==> config.mk <==
export PLATFORM = sky130hd
export DESIGN_NAME = ex_div_unit
export DESIGN_NICKNAME = d
export VERILOG_FILES = /design/src/rtl/ex_div_unit.sv
export SDC_FILE = /design/constraint.sdc
export NUM_CORES = 1
export LEC_CHECK = 0
export CORE_MARGIN = 8
export CORE_UTILIZATION = 62
export DETAILED_ROUTE_END_ITERATION = 8
export GPL_TIMING_DRIVEN = 0
export PLACE_DENSITY = 0.94
export SLEW_MARGIN = 10
export SYNTH_ARGS = -nofsm -noshare
export SYNTH_HDL_FRONTEND = slang
export SYNTH_SLANG_ARGS = --single-unit
==> constraint.sdc <==
create_clock -name clk -period 9 [get_ports clk]
set_input_delay 1.8 -clock clk [delete_from_list [all_inputs] [get_ports clk]]
set_output_delay 1.8 -clock clk [all_outputs]
set_load 0.005 [all_outputs]
==> src/rtl/ex_div_unit.sv <==
// Iterative radix-2 restoring divider for DIV/DIVU in the EX stage; quotient to LO, remainder to HI.
// Latency: WIDTH+1 cycles from first start to DONE (1 cycle for divide-by-zero); result held while EX is stalled.
// Backpressure: raises streq_ex_o to hold EX until done; flush_i cancels at once; DONE waits on ex_stall_i.
module ex_div_unit #(
  parameter int WIDTH = 32
) (
  input  logic             clk,
  input  logic             rst,
  input  logic             div_start_i,
  input  logic             div_signed_i,
  input  logic [WIDTH-1:0] opa_i,
  input  logic [WIDTH-1:0] opb_i,
  input  logic             ex_stall_i,
  input  logic             flush_i,
  output logic             streq_ex_o,
  output logic             res_valid_o,
  output logic [WIDTH-1:0] lo_o,
  output logic [WIDTH-1:0] hi_o
);

  localparam int CW = (WIDTH > 1) ? $clog2(WIDTH) : 1;
  localparam logic [CW-1:0] LAST = CW'(WIDTH - 1);

  typedef enum logic [1:0] {IDLE, BUSY, DONE} state_t;

  state_t           state, state_nxt;
  logic [CW-1:0]    cnt;
  logic [WIDTH-1:0] rem;      // partial remainder
  logic [WIDTH-1:0] quo;      // dividend shifting out, quotient shifting in
  logic [WIDTH-1:0] dvsr;     // |divisor|
  logic             q_neg;    // negate quotient at the end
  logic             r_neg;    // negate remainder at the end

  logic             opb_zero;
  logic [WIDTH-1:0] abs_a, abs_b;
  logic [WIDTH:0]   shifted, trial;
  logic [WIDTH-1:0] rem_step, quo_step, lo_fix, hi_fix;

  // Operand magnitudes and one restoring-division step. The full partial
  // remainder is shifted (WIDTH+1 bits) so unsigned divisors above 2^(WIDTH-1)
  // still divide correctly.
  always_comb begin
    opb_zero = (opb_i == '0);
    abs_a    = (div_signed_i && opa_i[WIDTH-1]) ? (~opa_i + 1'b1) : opa_i;
    abs_b    = (div_signed_i && opb_i[WIDTH-1]) ? (~opb_i + 1'b1) : opb_i;
    shifted  = {rem, quo[WIDTH-1]};
    trial    = shifted - {1'b0, dvsr};
    rem_step = trial[WIDTH] ? shifted[WIDTH-1:0] : trial[WIDTH-1:0];
    quo_step = {quo[WIDTH-2:0], ~trial[WIDTH]};
    // Two's-complement negation also yields MIN / -1 = MIN with remainder 0.
    lo_fix   = q_neg ? (~quo_step + 1'b1) : quo_step;
    hi_fix   = r_neg ? (~rem_step + 1'b1) : rem_step;
  end

  // State register.
  always_ff @(posedge clk) begin
    if (rst) state <= IDLE;
    else     state <= state_nxt;
  end

  // Next state plus the combinational stall request and result-valid flag;
  // flush and reset override everything.
  always_comb begin
    state_nxt   = state;
    streq_ex_o  = 1'b0;
    res_valid_o = 1'b0;
    case (state)
      IDLE: begin
        if (div_start_i) begin
          streq_ex_o = 1'b1;
          state_nxt  = opb_zero ? DONE : BUSY;
        end
      end
      BUSY: begin
        streq_ex_o = 1'b1;
        if (cnt == LAST) state_nxt = DONE;
      end
      DONE: begin
        res_valid_o = 1'b1;
        if (!ex_stall_i) state_nxt = IDLE;
      end
      default: state_nxt = IDLE;
    endcase
    if (flush_i) begin
      state_nxt   = IDLE;
      streq_ex_o  = 1'b0;
      res_valid_o = 1'b0;
    end
    if (rst) begin
      streq_ex_o  = 1'b0;
      res_valid_o = 1'b0;
    end
  end

  // Datapath: operand capture, iteration, and result registers. LO/HI keep
  // their last value outside DONE.
  always_ff @(posedge clk) begin
    if (rst) begin
      cnt   <= '0;
      rem   <= '0;
      quo   <= '0;
      dvsr  <= '0;
      q_neg <= 1'b0;
      r_neg <= 1'b0;
      lo_o  <= '0;
      hi_o  <= '0;
    end else if (flush_i) begin
      cnt <= '0;
    end else begin
      case (state)
        IDLE: begin
          if (div_start_i) begin
            if (opb_zero) begin
              lo_o <= '1;
              hi_o <= opa_i;
            end else begin
              quo   <= abs_a;
              dvsr  <= abs_b;
              rem   <= '0;
              cnt   <= '0;
              q_neg <= div_signed_i & (opa_i[WIDTH-1] ^ opb_i[WIDTH-1]);
              r_neg <= div_signed_i & opa_i[WIDTH-1];
            end
          end
        end
        BUSY: begin
          rem <= rem_step;
          quo <= quo_step;
          cnt <= cnt + 1'b1;
          if (cnt == LAST) begin
            lo_o <= lo_fix;
            hi_o <= hi_fix;
          end
        end
        default: ;
      endcase
    end
  end

endmodule
==> flow_metrics.py, run 1 <==
metrics = {
    "outcome": {
        "run_status": "finished, final reports clean",
    },
    "routing": {
        "drc": 0,
        "drtIter0Drc": 1405,
        "first_pass_iters": 5,
        "wirelength_microns": 41400,
        "vias": 13200,
        "viasPerCell": 6.43,
        "wire_per_inst_microns": 20.2,
        "antenna_left": 0,
    },
    "synthesis": {
        "synth_flop_cell": "dfxtp_1",
        "syn_inst": 1615,
        "yosysUniqueCellTypes": 80,
        "syn_nets": 1724,
        "avgSynthCellArea_sq_um": 7.42,
        "synth_edf_count": 0,
        "async_flop_share_pct": 0,
        "synth-seq-cells": 169,
        "ys_warn_count": 0,
        "ys_seq_area_share_pct": 28.2,
        "synth_area_sq_um": 12000,
    },
    "sta": {
        "post-route-min-period_ns": 6.30,
        "slew_headroom_pct": 35.8,
        "finalSetupViolCount": 0,
        "hold_slack_ns": 0.458,
        "rsz0062_at_grt": "false",
        "clock.fmax_mhz": 159,
        "hold_viol": 0,
        "tns_ns": 0,
        "skew_ns": 0.0127,
        "post-route-period-util_pct": 70.0,
        "worst_pin_slew_ns": 0.963,
        "drv_slew": 0,
        "layout_setup_ws_ns": 2.70,
    },
    "global_routing": {
        "grt_pass1_wl_microns": 64600,
        "track_usage_pct": 33.6,
        "grt_start_max_net_pins": 17,
        "overflow": 0,
        "antenna_found_initial": 1,
        "grt_pass1_vias": 12700,
    },
    "finish": {
        "finalNetCount": 1877,
        "area_growth_pct": 18.9,
        "antenna_cells": 0,
        "drive_above_1_share_pct": 4.72,
        "fin_util_pct": 74.2,
    },
    "job": {
        "cap_violations": 0,
    },
    "power_and_ir_drop": {
        "p_sw_share_pct": 31.8,
        "clkPwrFrac_pct": 38.3,
        "p_seq_share_pct": 39.9,
        "p_switching_uw": 627,
        "p_int_mw": 1.34,
        "p_leak_nw": 5.24,
        "ir_worst_vdd_mv": 0.127,
        "p_per_area_nw_per_um2": 138,
        "combPwrFrac_pct": 21.8,
    },
    "worst_setup_path": {
        "r2r-start": "quo[31]$_SDFFE_PP0P_",
        "worst-path-max-fanout": 10,
        "reg2reg_depth": 24,
        "critical_path_class": "input pin to register",
        "cp.arrival_ns": 6.67,
        "cp-end-kind": "register",
        "r2r-end": "hi_o[30]$_SDFFE_PP0P_",
        "r2r_setup_slack_ns": 2.93,
        "cp.required_ns": 9.37,
        "critPathLaunchType": "input pin",
    },
    "floorplanning": {
        "core_sq_um": 19200,
        "dieArea_sq_um": 24000,
        "start_util_pct": 62.4,
        "die_w_microns": 155,
        "die_y_microns": 155,
        "boundaryPins": 136,
        "core.rowCount": 51,
    },
    "place": {
        "gp_congestion": 0.988,
        "dp_slack_ns": 2.13,
        "portBuffers": 134,
        "dp_hpwl_microns": 32400,
    },
    "clock_tree": {
        "h-tree-depth": 4,
        "cts_resized": 0,
        "cts_tree": "done",
        "insertion_delay_ns": 0.44,
        "clockBufferDepth": 2,
        "post_cts_buffers": 0,
        "ctsRootBufferMaster": "clkbuf_16",
        "cts.clk_slew.worst_paths_ns": 0.07,
        "cts.sinks": 169,
        "cts_hold_buffers": 0,
        "numCtsBuffers": 17,
    },
    "worst_hold_path": {
        "min_path_cells": 2,
        "hp-class": "register to register",
        "hold_end": "dvsr[31]$_SDFFE_PP0P_",
        "min_from": "dvsr[31]$_SDFFE_PP0P_",
    },
}
## sequential cells by signal (all words and copies together) (netlist names)
signal,count
lo_o,32
hi_o,32
dvsr,32
state,2
quo,32
rem,32
r_neg,1
cnt,5
q_neg,1
## worst max-delay path, cell delays in order
cell and delay, ns:
clkdlybuf4s50_1 0.46, or4_1 0.57, or3_1 0.37, nor2_1 0.21
nand4_1 0.22, nor3_1 0.71, a31oi_1 0.28, nor3_2 0.71
clkbuf_1 0.53, clkbuf_1 0.51, o21ai_0 0.18, nor2_1 0.11
## worst max path at each step
stage,startpoint,cells after the start,slack [ns],end
finish,opb_i[7],12,2.70,hi_o[2]$_SDFFE_PP0P_
global route,opb_i[7],12,2.58,hi_o[2]$_SDFFE_PP0P_
CTS,opb_i[7],12,2.55,hi_o[2]$_SDFFE_PP0P_
detailed placement,opb_i[7],12,2.13,hi_o[7]$_SDFFE_PP0P_
global placement,opb_i[7],12,2.25,hi_o[2]$_SDFFE_PP0P_
floorplan,quo[31]$_SDFFE_PP0P_,24,4.21,hi_o[30]$_SDFFE_PP0P_
## metal layers
| layer | track usage, % | part of all wire (%) | vias to the layer above |
|---|---|---|---|
| li1 | - | - | 6139 |
| met1 | 37.7 | 37 | 6052 |
| met2 | 57.1 | 46 | 781 |
| met3 | 6.02 | 10 | 192 |
| met4 | 23.6 | 6.8 | 2 |
| met5 | 0 | 0.031 | - |
## area by class of cell
class / instances / area (sq um)
Fill cell: 1499 / 4960
Buffer: 107 / 437
Clock buffer: 19 / 433
Inverter: 59 / 224
Timing Repair Buffer: 134 / 1340
Sequential cell: 169 / 3380
Tap cell: 265 / 332
Clock inverter: 13 / 156
Multi-Input combinational cell: 1280 / 7940
## power groups by stage
stage	logic [mW]	registers, mW	clock network [mW]
2_1_floorplan	0.283	0.798	0
3_3_place_gp	0.407	0.802	0
5_1_grt	0.465	0.789	0.776
3_5_place_dp	0.415	0.803	0
6_report	0.429	0.787	0.755
4_1_cts	0.418	0.786	0.745
## layout by cell type, fill, tap and decap left out, types with 31 or more instances in the layout
master / netlist / final
clkbuf_1: 84 / 86
o21ai_0: 78 / 78
nor3_1: 37 / 36
nor2_1: 259 / 259
xnor2_1: 59 / 59
a211oi_1: 108 / 108
dfxtp_1: 169 / 169
a21oi_1: 120 / 120
inv_1: 58 / 58
xor2_1: 73 / 73
nand3_1: 31 / 31
clkdlybuf4s50_1: 0 / 134
nand2_1: 129 / 129
ha_1: 38 / 38
## Yosys cell counts, types with 4 or more instances
cell | number | area share (%)
a211oi_1 | 108 | 6.8
a21o_1 | 12 | 0.75
a21oi_1 | 120 | 5.0
a22oi_1 | 23 | 1.4
a311oi_1 | 10 | 0.73
a31oi_1 | 18 | 0.94
and2_1 | 10 | 0.52
and3_1 | 9 | 0.47
buf_1 | 7 | 0.22
buf_2 | 13 | 0.54
clkbuf_1 | 84 | 2.6
dfxtp_1 | 169 | 28
ha_1 | 38 | 4.0
inv_1 | 58 | 1.8
mux2i_1 | 14 | 1.2
nand2_1 | 129 | 4.0
nand2b_1 | 16 | 0.84
nand3_1 | 31 | 1.3
nand4_1 | 9 | 0.47
nor2_1 | 259 | 8.1
nor2b_1 | 8 | 0.42
nor3_1 | 37 | 1.5
nor3b_1 | 6 | 0.38
nor4_1 | 14 | 0.73
o211a_1 | 4 | 0.33
o211ai_1 | 14 | 0.88
o21a_1 | 10 | 0.63
o21ai_0 | 78 | 3.3
o21ai_1 | 7 | 0.29
o31a_1 | 5 | 0.37
o31ai_1 | 24 | 1.5
o41ai_1 | 16 | 1.2
o41ai_2 | 4 | 0.54
or2_2 | 10 | 0.52
or3_1 | 24 | 1.3
or4_1 | 17 | 1.1
xnor2_1 | 59 | 4.3
xor2_1 | 73 | 5.3
## kinds of logic (layout without fill, tap and decap cells)
family / Yosys count / count (layout) / share of synthesized area (%)
flops: 169 / 169 / 28.2
fa+ha+maj: 39 / 39 / 4.14
buf+inv: 166 / 332 / 5.52
compound gates: 493 / 493 / 27.8
mux: 17 / 17 / 1.48
simple gates: 599 / 599 / 23.2
xor+xnor: 132 / 132 / 9.65
## stage by stage
step,area [sq um],power [mW],cells
floorplan,12000,1.08,1615
global placement,13600,1.21,2014
detailed placement,13600,1.22,2014
CTS,14200,1.95,2046
global route,14200,2.03,2046
finish,14200,1.97,2046
Note: power is estimated with default switching activity, not from simulation.
==> run 2: changes to the inputs <==
--- a/config.mk
+++ b/config.mk
@@ -6,10 +6,10 @@
 export NUM_CORES = 1
 export LEC_CHECK = 0
 export CORE_MARGIN = 8
-export CORE_UTILIZATION = 62
+export CORE_UTILIZATION = 58
 export DETAILED_ROUTE_END_ITERATION = 8
 export GPL_TIMING_DRIVEN = 0
-export PLACE_DENSITY = 0.94
+export PLACE_DENSITY = 0.89
 export SLEW_MARGIN = 10
 export SYNTH_ARGS = -nofsm -noshare
 export SYNTH_HDL_FRONTEND = slang
==> constraint.sdc (replaced) <==
create_clock -name clk -period 5.81 [get_ports clk]
set_input_delay 1.162 -clock clk [delete_from_list [all_inputs] [get_ports clk]]
set_output_delay 1.162 -clock clk [all_outputs]
set_load 0.005 [all_outputs]
==> run 2 against run 1 <==
Compared with the run above:
- routed wire length shrank 0.75%
- via count decreased by 1.0%
- non-clock buffer count is 1 higher
- worst hold slack improved by 0.0050 ns
- final area up 0.22%
- combinational power increased by 56%
- die area is 6.2% higher
- clock power up 47%
- total power rose by 52%
- clock skew down 0.0023 ns
- sequential share of layout area fell by 0.052 points
- register-to-register slack worse by 2.7 ns
- largest power group unchanged
==> flow_metrics.py, run 2 (synthesized netlist as in run 1, its figures left out) <==
metrics = {
    "routing": {
        "wirelength_microns": 41100,
        "wire_per_inst_microns": 20.0,
        "antenna_left": 0,
        "vias": 13000,
        "drc": 0,
        "drtIter0Drc": 1355,
        "first_pass_iters": 6,
        "viasPerCell": 6.35,
    },
    "sta": {
        "worst_pin_slew_ns": 0.981,
        "slew_headroom_pct": 34.6,
        "rsz0062_at_grt": "false",
        "post-route-min-period_ns": 5.57,
        "post-route-period-util_pct": 95.8,
        "drv_slew": 0,
        "skew_ns": 0.0104,
        "clock.fmax_mhz": 180,
        "finalSetupViolCount": 0,
        "hold_viol": 0,
        "tns_ns": 0,
    },
    "floorplanning": {
        "die_w_microns": 160,
        "core_sq_um": 20200,
        "dieArea_sq_um": 25500,
        "die_y_microns": 160,
        "boundaryPins": 136,
        "start_util_pct": 59.2,
        "core.rowCount": 52,
    },
    "global_routing": {
        "grt_start_max_net_pins": 18,
        "grt_pass1_wl_microns": 64200,
        "antenna_found_initial": 0,
        "overflow": 0,
        "track_usage_pct": 31.0,
        "grt_pass1_vias": 12400,
    },
    "finish": {
        "drive_above_1_share_pct": 5.11,
        "final_cells": 2051,
        "mostFrequentLayoutCell": "nor2_1",
        "antenna_cells": 0,
        "fin_util_pct": 70.5,
        "area_growth_pct": 19.2,
        "layout_common_cells": "nor2_1 (259), dfxtp_1 (169), clkdlybuf4s50_1 (134), nand2_1 (129), a21oi_1 (120)",
        "finalNetCount": 1878,
    },
    "power_and_ir_drop": {
        "p_per_area_nw_per_um2": 210,
        "ir_worst_vdd_mv": 0.187,
        "finalPower_mw": 3.00,
        "p_leak_nw": 5.25,
    },
    "clock_tree": {
        "cts.clk_slew.worst_paths_ns": 0.08,
        "cts_hold_buffers": 0,
        "h-tree-depth": 4,
        "cts.sinks": 169,
        "numCtsBuffers": 17,
        "clockBufferDepth": 2,
        "insertion_delay_ns": 0.44,
        "ctsRootBufferMaster": "clkbuf_16",
        "cts_tree": "done",
    },
    "job": {
        "cap_violations": 0,
    },
    "worst_setup_path": {
        "critical_path_class": "register to register",
        "critPathLaunchType": "register",
        "crit_path_start": "quo[31]$_SDFFE_PP0P_",
        "cp.arrival_ns": 5.86,
        "cp-end-kind": "register",
        "cp.required_ns": 6.10,
        "r2r-start": "quo[31]$_SDFFE_PP0P_",
        "worst-path-max-fanout": 10,
    },
    "worst_hold_path": {
        "min_from": "dvsr[31]$_SDFFE_PP0P_",
        "hp-class": "register to register",
    },
    "place": {
        "dp_hpwl_microns": 32000,
        "gp_congestion": 0.965,
        "dp.cells": 2019,
        "portBuffers": 134,
    },
    "outcome": {
        "run_status": "finished, final reports clean",
    },
}
[run 2: repair_timing]
action	in CTS	in global routing
gates resized for setup	1	13
gates cloned	0	0
endpoints found under the setup margin	1	37
pin swaps	0	1
buffers inserted	0	1
[run 2: final timing paths]
| kind | end | slack (ns) | cells after the start |
|---|---|---|---|
| max | hi_o[28]$_SDFFE_PP0P_ | 0.24 | 25 |
| min | dvsr[31]$_SDFFE_PP0P_ | 0.46 | 2 |
| max reg2reg | hi_o[28]$_SDFFE_PP0P_ | 0.24 | 25 |
| min reg2reg | dvsr[31]$_SDFFE_PP0P_ | 0.46 | 2 |
[run 2: stage by stage]
stage	worst slack (ns)	area (sq um)	hold slack, ns
final	0.244	14300	0.463
after global routing	0.0550	14300	0.482
after CTS	0.00220	14200	0.463
after detailed placement	-0.377	13700	0.455
after global placement	-0.266	13700	0.442
after floorplan	1.02	12000	0.432
[run 2: report_power, final]
part           switching (mW)  total, mW  internal, mW  leakage [nW]
sequential             0.0283       1.22          1.19          1.37
combinational           0.418      0.670         0.252          3.61
clock                   0.546       1.11         0.565         0.263
[run 2: final cells by class]
class / count / area [sq um]
Clock buffer: 17 / 425
Clock inverter: 14 / 135
Fill cell: 1643 / 5960
Inverter: 59 / 224
Timing Repair Buffer: 135 / 1350
Sequential cell: 169 / 3380
Buffer: 107 / 448
Tap cell: 270 / 338
Multi-Input combinational cell: 1280 / 7970
[run 2: per-layer routing]
metal	global-route usage, %	vias up	share of wire, %
li1	-	6134	-
met1	35.8	5892	37
met2	50.7	817	45
met3	6.66	191	11
met4	21.4	0	6.8
met5	0	-	0
[run 2: worst max-delay path: stages (launching register included)]
cell      delay (ns)
dfxtp_1         0.34
inv_1           0.09
ha_1            0.24
fa_2            0.38
nor2b_4         0.15
o31ai_2         0.13
a211o_4         0.42
a211o_1         0.31
o211a_1         0.14
buf_6           0.16
inv_4           0.11
buf_6           0.16
clkbuf_4        0.23
buf_4           0.22
buf_6           0.18
o21ai_0         0.15
inv_1           0.09
ha_1            0.22
nand3_1         0.10
or4_4           0.46
a21oi_4         0.21
nand3b_1        0.16
buf_4           0.20
o41ai_2         0.26
xor2_1          0.22
a211oi_1        0.09
